**config.mk**
```make
export PLATFORM = sky130hd
export DESIGN_NAME = exe_muldiv_unit
export DESIGN_NICKNAME = d
export VERILOG_FILES = /design/src/rtl/exe_muldiv_unit.sv
export SDC_FILE = /design/constraint.sdc
export NUM_CORES = 1
export LEC_CHECK = 0
export BUFFER_PORTS_ARGS = -buffer_cell sky130_fd_sc_hd__clkbuf_2
export CORE_AREA = 2 2 117 176
export CTS_BUF_LIST = sky130_fd_sc_hd__clkbuf_8
export CTS_CLUSTER_SIZE = 30
export DETAILED_ROUTE_END_ITERATION = 10
export DIE_AREA = 0 0 119 178
export PLACE_DENSITY = 0.75
export SLEW_MARGIN = 0
export SYNTH_ARGS = -nofsm -noshare
export SYNTH_HDL_FRONTEND = slang
export SYNTH_SLANG_ARGS = --single-unit
```
**constraint.sdc**
```tcl
create_clock -name clk -period 3.9 [get_ports clk]
set_input_delay 0.39 -clock clk [delete_from_list [all_inputs] [get_ports clk]]
set_output_delay 0.39 -clock clk [all_outputs]
set_load 0.03 [all_outputs]
```
**src/rtl/exe_muldiv_unit.sv**
```systemverilog
// Iterative 32-bit unsigned multiply / divide / remainder unit for the EX stage.
// Optional macro MULDIV_EARLY_OUT_EN: a zero operand B completes at accept, with no RUN phase.
module exe_muldiv_unit #(
    parameter int         WIDTH   = 32,
    parameter logic [3:0] CMD_MUL = 4'b1010,
    parameter logic [3:0] CMD_DIV = 4'b1011,
    parameter logic [3:0] CMD_REM = 4'b1100
) (
    input  logic             clk,
    input  logic             rst,
    input  logic             start,
    input  logic [3:0]       EXE_CMD,
    input  logic [WIDTH-1:0] val1,
    input  logic [WIDTH-1:0] val2,
    input  logic [4:0]       dest,
    input  logic             WB_EN,
    input  logic             flush,
    output logic             busy,
    output logic             done,
    output logic [WIDTH-1:0] result,
    output logic [4:0]       dest_out,
    output logic             WB_EN_out
);

    localparam int CW = $clog2(WIDTH);
    localparam logic [CW-1:0] LAST_ITER = CW'(WIDTH - 1);

    typedef enum logic [1:0] {
        S_IDLE = 2'b00,
        S_RUN  = 2'b01,
        S_DONE = 2'b10
    } state_t;

    state_t           state_q, state_d;
    logic [CW-1:0]    cnt_q, cnt_d;
    logic [3:0]       cmd_q, cmd_d;
    logic [WIDTH-1:0] a_q, a_d;
    logic [WIDTH-1:0] b_q, b_d;
    logic [WIDTH-1:0] acc_q, acc_d;
    logic [4:0]       dest_lat_q, dest_lat_d;
    logic             wb_lat_q, wb_lat_d;
    logic [WIDTH-1:0] result_q, result_d;
    logic [4:0]       dest_out_q, dest_out_d;
    logic             busy_q, busy_d;
    logic             done_q, done_d;
    logic             wb_en_out_q, wb_en_out_d;

    logic             cmd_ok_s;
    logic             accept_s;
    logic [WIDTH:0]   rem_shift_s;
    logic [WIDTH:0]   rem_diff_s;
    logic [WIDTH-1:0] iter_a_s;
    logic [WIDTH-1:0] iter_b_s;
    logic [WIDTH-1:0] iter_acc_s;
    logic [WIDTH-1:0] final_s;

    // One iteration: shift-add for multiply, restoring step for divide/remainder.
    // Division keeps the partial remainder in acc and builds the quotient in a,
    // shifting dividend bits out of a's MSB as quotient bits enter its LSB.
    always_comb begin
        rem_shift_s = {acc_q, a_q[WIDTH-1]};
        rem_diff_s  = rem_shift_s - {1'b0, b_q};
        iter_a_s    = a_q;
        iter_b_s    = b_q;
        iter_acc_s  = acc_q;
        if (cmd_q == CMD_MUL) begin
            iter_acc_s = b_q[0] ? (acc_q + a_q) : acc_q;
            iter_a_s   = {a_q[WIDTH-2:0], 1'b0};
            iter_b_s   = {1'b0, b_q[WIDTH-1:1]};
        end else if (!rem_diff_s[WIDTH]) begin
            iter_acc_s = rem_diff_s[WIDTH-1:0];
            iter_a_s   = {a_q[WIDTH-2:0], 1'b1};
        end else begin
            iter_acc_s = rem_shift_s[WIDTH-1:0];
            iter_a_s   = {a_q[WIDTH-2:0], 1'b0};
        end
    end

    // Select the completed value from the last iteration's outputs.
    always_comb begin
        if (cmd_q == CMD_DIV) begin
            final_s = iter_a_s;
        end else begin
            final_s = iter_acc_s;
        end
    end

    // Command decode and accept qualification.
    always_comb begin
        cmd_ok_s = (EXE_CMD == CMD_MUL) || (EXE_CMD == CMD_DIV) || (EXE_CMD == CMD_REM);
        accept_s = start && cmd_ok_s && !flush;
    end

    // Next-state and datapath register computation.
    always_comb begin
        state_d    = state_q;
        cnt_d      = cnt_q;
        cmd_d      = cmd_q;
        a_d        = a_q;
        b_d        = b_q;
        acc_d      = acc_q;
        dest_lat_d = dest_lat_q;
        wb_lat_d   = wb_lat_q;
        result_d   = result_q;
        dest_out_d = dest_out_q;
        case (state_q)
            S_IDLE, S_DONE: begin
                if (accept_s) begin
                    cmd_d      = EXE_CMD;
                    a_d        = val1;
                    b_d        = val2;
                    acc_d      = '0;
                    cnt_d      = '0;
                    dest_lat_d = dest;
                    wb_lat_d   = WB_EN;
`ifdef MULDIV_EARLY_OUT_EN
                    if (val2 == '0) begin
                        state_d    = S_DONE;
                        dest_out_d = dest;
                        if (EXE_CMD == CMD_MUL) begin
                            result_d = '0;
                        end else if (EXE_CMD == CMD_DIV) begin
                            result_d = '1;
                        end else begin
                            result_d = val1;
                        end
                    end else begin
                        state_d = S_RUN;
                    end
`else
                    state_d = S_RUN;
`endif
                end else begin
                    state_d = S_IDLE;
                end
            end
            S_RUN: begin
                if (flush) begin
                    state_d = S_IDLE;
                end else begin
                    a_d   = iter_a_s;
                    b_d   = iter_b_s;
                    acc_d = iter_acc_s;
                    if (cnt_q == LAST_ITER) begin
                        state_d    = S_DONE;
                        result_d   = final_s;
                        dest_out_d = dest_lat_q;
                    end else begin
                        cnt_d = cnt_q + CW'(1);
                    end
                end
            end
            default: begin
                state_d = S_IDLE;
            end
        endcase
    end

    // Outputs are decoded from the next state so they appear registered.
    always_comb begin
        busy_d = (state_d == S_RUN);
        done_d = (state_d == S_DONE);
        if (state_d == S_DONE) begin
            wb_en_out_d = wb_lat_d;
        end else begin
            wb_en_out_d = 1'b0;
        end
    end

    // State and output registers with synchronous reset.
    always_ff @(posedge clk) begin
        if (rst) begin
            state_q     <= S_IDLE;
            cnt_q       <= '0;
            cmd_q       <= 4'b0000;
            a_q         <= '0;
            b_q         <= '0;
            acc_q       <= '0;
            dest_lat_q  <= 5'd0;
            wb_lat_q    <= 1'b0;
            result_q    <= '0;
            dest_out_q  <= 5'd0;
            busy_q      <= 1'b0;
            done_q      <= 1'b0;
            wb_en_out_q <= 1'b0;
        end else begin
            state_q     <= state_d;
            cnt_q       <= cnt_d;
            cmd_q       <= cmd_d;
            a_q         <= a_d;
            b_q         <= b_d;
            acc_q       <= acc_d;
            dest_lat_q  <= dest_lat_d;
            wb_lat_q    <= wb_lat_d;
            result_q    <= result_d;
            dest_out_q  <= dest_out_d;
            busy_q      <= busy_d;
            done_q      <= done_d;
            wb_en_out_q <= wb_en_out_d;
        end
    end

    assign busy      = busy_q;
    assign done      = done_q;
    assign result    = result_q;
    assign dest_out  = dest_out_q;
    assign WB_EN_out = wb_en_out_q;

endmodule

```
; ---- Word-level counts from Yosys, hierarchy flattened
; Index checks and enable logic that the tools add are counted.
[totals]
ff_bits = 153
inputBits = 78
output_inout_bits = 40
elab_cells = 72
[op_classes]
addsub = 3
n_eq_ne = 14
mux = 26
bitwise_logic = 2
n_reduce_logical = 14
[op_table]
columns = op, count
row1 = $mux 32, 11
row2 = $pmux 32 s2, 3
row3 = $sub 33x32->33, 1
row4 = $add 32x32->32, 1
row5 = $eq 4x4->1 const B, 5
row6 = $mux 5, 3
row7 = $pmux 5 s2, 1
row8 = $ne 2x2->1 const B, 4
row9 = $reduce_and 4->1, 2
row10 = $reduce_and 3->1, 2
row11 = $add 5x1->5 const B, 1
row12 = $eq 5x5->1 const B, 1
row13 = $mux 1, 5
row14 = $eq 2x1->1 const B, 2
row15 = $eq 2x2->1 const B, 2
row16 = $mux 2, 2
row17 = $pmux 2 s2, 1
row18 = $reduce_or 2->1, 2
row19 = $logic_and 1x1->1, 2
row20 = $logic_not 2->1, 1
row21 = $logic_or 1x1->1, 2
row22 = $not 1->1, 2
row23 = $reduce_and 2->1, 1
row24 = $reduce_bool 2->1, 1
row25 = $logic_not 1->1, 1

; ---- Longest topological paths before layout
[logic_depth]
ltp_word = 10
mapped_depth = 15
mapped_depth_nobuf = 13

; ---- Worst setup path after synthesis
; OpenSTA, ideal clock, no wires.
[synth_path]
kind = register to register
startpoint = register a_q[31]
endpoint = register acc_q[31]
setup_ps = 117
arrival_ps = 2943
required_time_ps = 3783
path_slack_ps = 840
stages_incl_launch_ff = 15
n_path_buf = 1
synth_period_minus_slack_ps = 3060
cell_sequence = dfxtp_1 inv_1 ha_1 fa_1 nand2b_1 a21oi_2 o2111ai_2 a311oi_2 or4_1 nand4_4 buf_6 a21oi_1 o21ai_1 a31o_2 a22o_1
[synth_between]
elab_chain_len = 5
elab_cells_between_ends = 7
classes_between = 2 x add/sub / 5 x mux
[synth_lines]
columns = item, line
row1 = "start, declared", 37  ; logic [WIDTH-1:0] a_q, a_d;
row2 = "start signal, assigned", 176  ; a_q <= '0;
row3 = "start signal, assigned", 190  ; a_q <= a_d;
row4 = $sub 33x32->33 / $add 32x32->32 (equally long branches), "62, 67"
row5 = $mux 32 (on tied branches), "70, 67"
row6 = $mux 32 (*), 66  ; if (cmd_q == CMD_MUL) begin
row7 = $mux 32 (*), 138  ; if (flush) begin
row8 = $pmux 32 s2 (*), 106  ; case (state_q)
row9 = "end signal, assigned", 178  ; acc_q <= '0;
row10 = "end signal, assigned", 192  ; acc_q <= acc_d;
row11 = "end, declared", 39  ; logic [WIDTH-1:0] acc_q, acc_d;
; Every way passes the cells marked *; elsewhere a longest branch is shown, timed or not. The select of a mux whose other input is x is not followed.
; A chain may end at the register's enable or synchronous reset.

; ---- Worst setup path in the final report
; Ends and elaborated chain as after synthesis.

==> reports/qor.yml <==
outcome: "finished, final reports clean"
ys_seq_elements: 153
cts_hold_buf: 0
num_rows: 63
cts_made_buffers: 17
final_common_cell: "a21oi_1"
syn_to_final_growth_pct: 9.798
clock_latency_ns: 0.48
regToRegSetupSlack_ns: 0.47
avgSynthCellArea_um2: 7.584
critPathKind: "reg2reg"
synth_edf_count: 0
dieArea_um2: 21180
dpl.hpwl_um: 23200
dr.pass1.iters: 6
hold_end: "dest_lat_q[2]$_SDFFE_PP0N_"
ctsHtreeMaxLevel: 4
r2r_end: "acc_q[31]$_SDFFE_PP0P_"
cts_setup_buffers: 0
synthCells: 1406
worstPathArrival_ns: 3.79
viasPerCell: 6.078
synth_area_um2: 10660
place_congestion: 0.9450
rsz0062_at_grt: "false"
io_pins: 118
synth_fp_nets: 1551
max_freq_mhz: 291.2
postCtsResizedCells: 0
track_usage: 0.2992
async_flop_share: 0
cts_tree: "yes"
finish.utilization: 0.5965
leakagePower_nw: 5.142
hold_ws_ns: 0.1358
grt_overflow: 0
fin_ws_ns: 0.4661
worst_setup_path_start_kind: "flip-flop"
start_util: 0.5433
initialDrtViolationCount: 830
most-common-layout-cells: "a21oi_1 (179), nor2_1 (178), dfxtp_1 (153)"
design_area_um2: 11710
coreArea_um2: 19630
yosysWarningCount: 0
grt_max_degree: 65
seq_area_frac_synth: 0.2873
root_buffer: "clkbuf_8"
fin_worst_skew_ns: 0.01519
clkSlewWorstSetupHoldPaths_ns: 0.09
dpl-instance-area_um2: 11320
port_buffers: 117
die_height_um: 178
preCtsSetupSlack_ns: 0.5232
drc_errors: 0
first_global_vias: 9696
vias: 10530
peakVddDrop_uv: 210.9
antenna_found_initial: 0
crit_required_ns: 4.26
r2r_cells: 14
tns_ns: 0
synth-main-ff-cell: "dfxtp_1"
end_kind: "flip-flop"
fin_nets: 1606
finalCritPeriodShare: 0.8805
hp-class: "in2reg"
slew_viol_final: 0
worst-path-max-fanout: 54
antenna_cells: 0
r2r_start: "a_q[31]$_SDFFE_PP0P_"
ant_nets: 0
period_minus_slack_ns: 3.434
grt_pass1_wl_um: 50730
fp.dieW_um: 119
post_drt_wl_per_cell_um: 18.17
clockBufferDepth: 2
hold_depth: 3
finalHoldViolCount: 0
min_from: "dest[2]"
wl_um: 31490
tightest_slew_ns: 0.9355
cp-startpoint: "a_q[31]$_SDFFE_PP0P_"
maxCapViolCount: 0
power.density_nw_per_um2: 316.5
drive_gt1_frac: 0.1303
finalSetupViolations: 0
cts.sinks: 153
slew_headroom: 0.3748
synth.distinct_cells: 74
==> state kept, by name (all words and copies together), names as in the netlist, 2 cells and up <==
register	cells
result	32
cnt_q	5
dest_out	5
a_q	32
b_q	32
cmd_q	4
state_q	2
acc_q	32
dest_lat_q	5
==> worst max-delay path: stages (launching register included) <==
cell	delay, ns
dfxtp_1	0.41
inv_1	0.06
ha_1	0.22
fa_1	0.40
nand2b_1	0.19
a21oi_2	0.20
o2111ai_2	0.21
a311oi_2	0.35
or4_1	0.21
nand4_4	0.09
buf_12	0.22
a21oi_1	0.19
o21ai_1	0.12
a31o_2	0.26
a22o_1	0.17
==> synthesized netlist by cell type, types with 8 or more instances <==
cell      count  area, µm²
nor2_1      180      675.7
clkbuf_1     80      300.3
nand3_1      39      195.2
a22o_1        8      70.07
o21a_1        8      60.06
nand4_1      12      75.07
xnor2_1      35      306.5
o21ai_0      78      390.4
mux2i_1      56      560.5
nor3_1       18      90.09
nand2_1     117      439.2
or3_1        14      87.58
inv_1        45      168.9
a21oi_1     179      895.9
xor2_1       25      219.0
a211oi_1     92      690.7
a31oi_1      17      106.4
o21ai_1       9      45.04
ha_1         65      813.3
dfxtp_1     153       3063
a21o_1       30      225.2
nor2b_1      10      62.56
o211ai_1     14      105.1
o21bai_1     10      75.07
==> routing by layer <==
| layer | vias to the layer above | wire, µm | share of wire | global-route usage |
|---|---|---|---|---|
| met5 | - | 0 | 0 | 0 |
| met4 | 0 | 1047 | 0.033 | 0.1349 |
| met3 | 59 | 2043 | 0.065 | 0.03964 |
| met2 | 402 | 14380 | 0.46 | 0.4799 |
| met1 | 4893 | 14010 | 0.45 | 0.4010 |
| li1 | 5179 | - | - | - |
==> worst max-delay path by stage <==
stage / slack, ns / end
after floorplan: 0.84 / acc_q[31]$_SDFFE_PP0P_
after global placement: 0.63 / result[29]$_SDFFE_PP0P_
after detailed placement: 0.52 / result[29]$_SDFFE_PP0P_
after CTS: 0.49 / acc_q[31]$_SDFFE_PP0P_
after global routing: 0.22 / result[11]$_SDFFE_PP0P_
final: 0.47 / acc_q[31]$_SDFFE_PP0P_
==> area by class of cell <==
type	count	area [µm²]
Clock inverter	12	126.4
Timing Repair Buffer	136	743.2
Sequential cell	153	3063
Clock buffer	19	261.5
Multi-Input combinational cell	1107	7015
Fill cell	1896	7920
Tap cell	260	325.3
Inverter	46	172.7
==> power by group <==
part	switching (mW)	total, mW	internal [mW]
clock network	0.637	1.23	0.595
registers	0.0311	1.62	1.59
logic	0.509	0.852	0.343
==> cell families after synthesis <==
kind of cell,synth area share
flip-flops,0.2873
adder cells (fa/ha/maj),0.08003
XOR/XNOR,0.04928
AND/OR/NAND/NOR,0.1748
buffers and inverters,0.05668
multiplexers,0.05257
AO/OA/AOI/OAI,0.2993
==> stage by stage <==
stage	cells	total power [mW]
4_1_cts	1733	3.718
2_1_floorplan	1406	2.300
5_1_grt	1733	3.875
3_5_place_dp	1702	2.495
3_3_place_gp	1702	2.485
6_report	1733	3.706
Note: power is estimated with default switching activity, not from simulation.
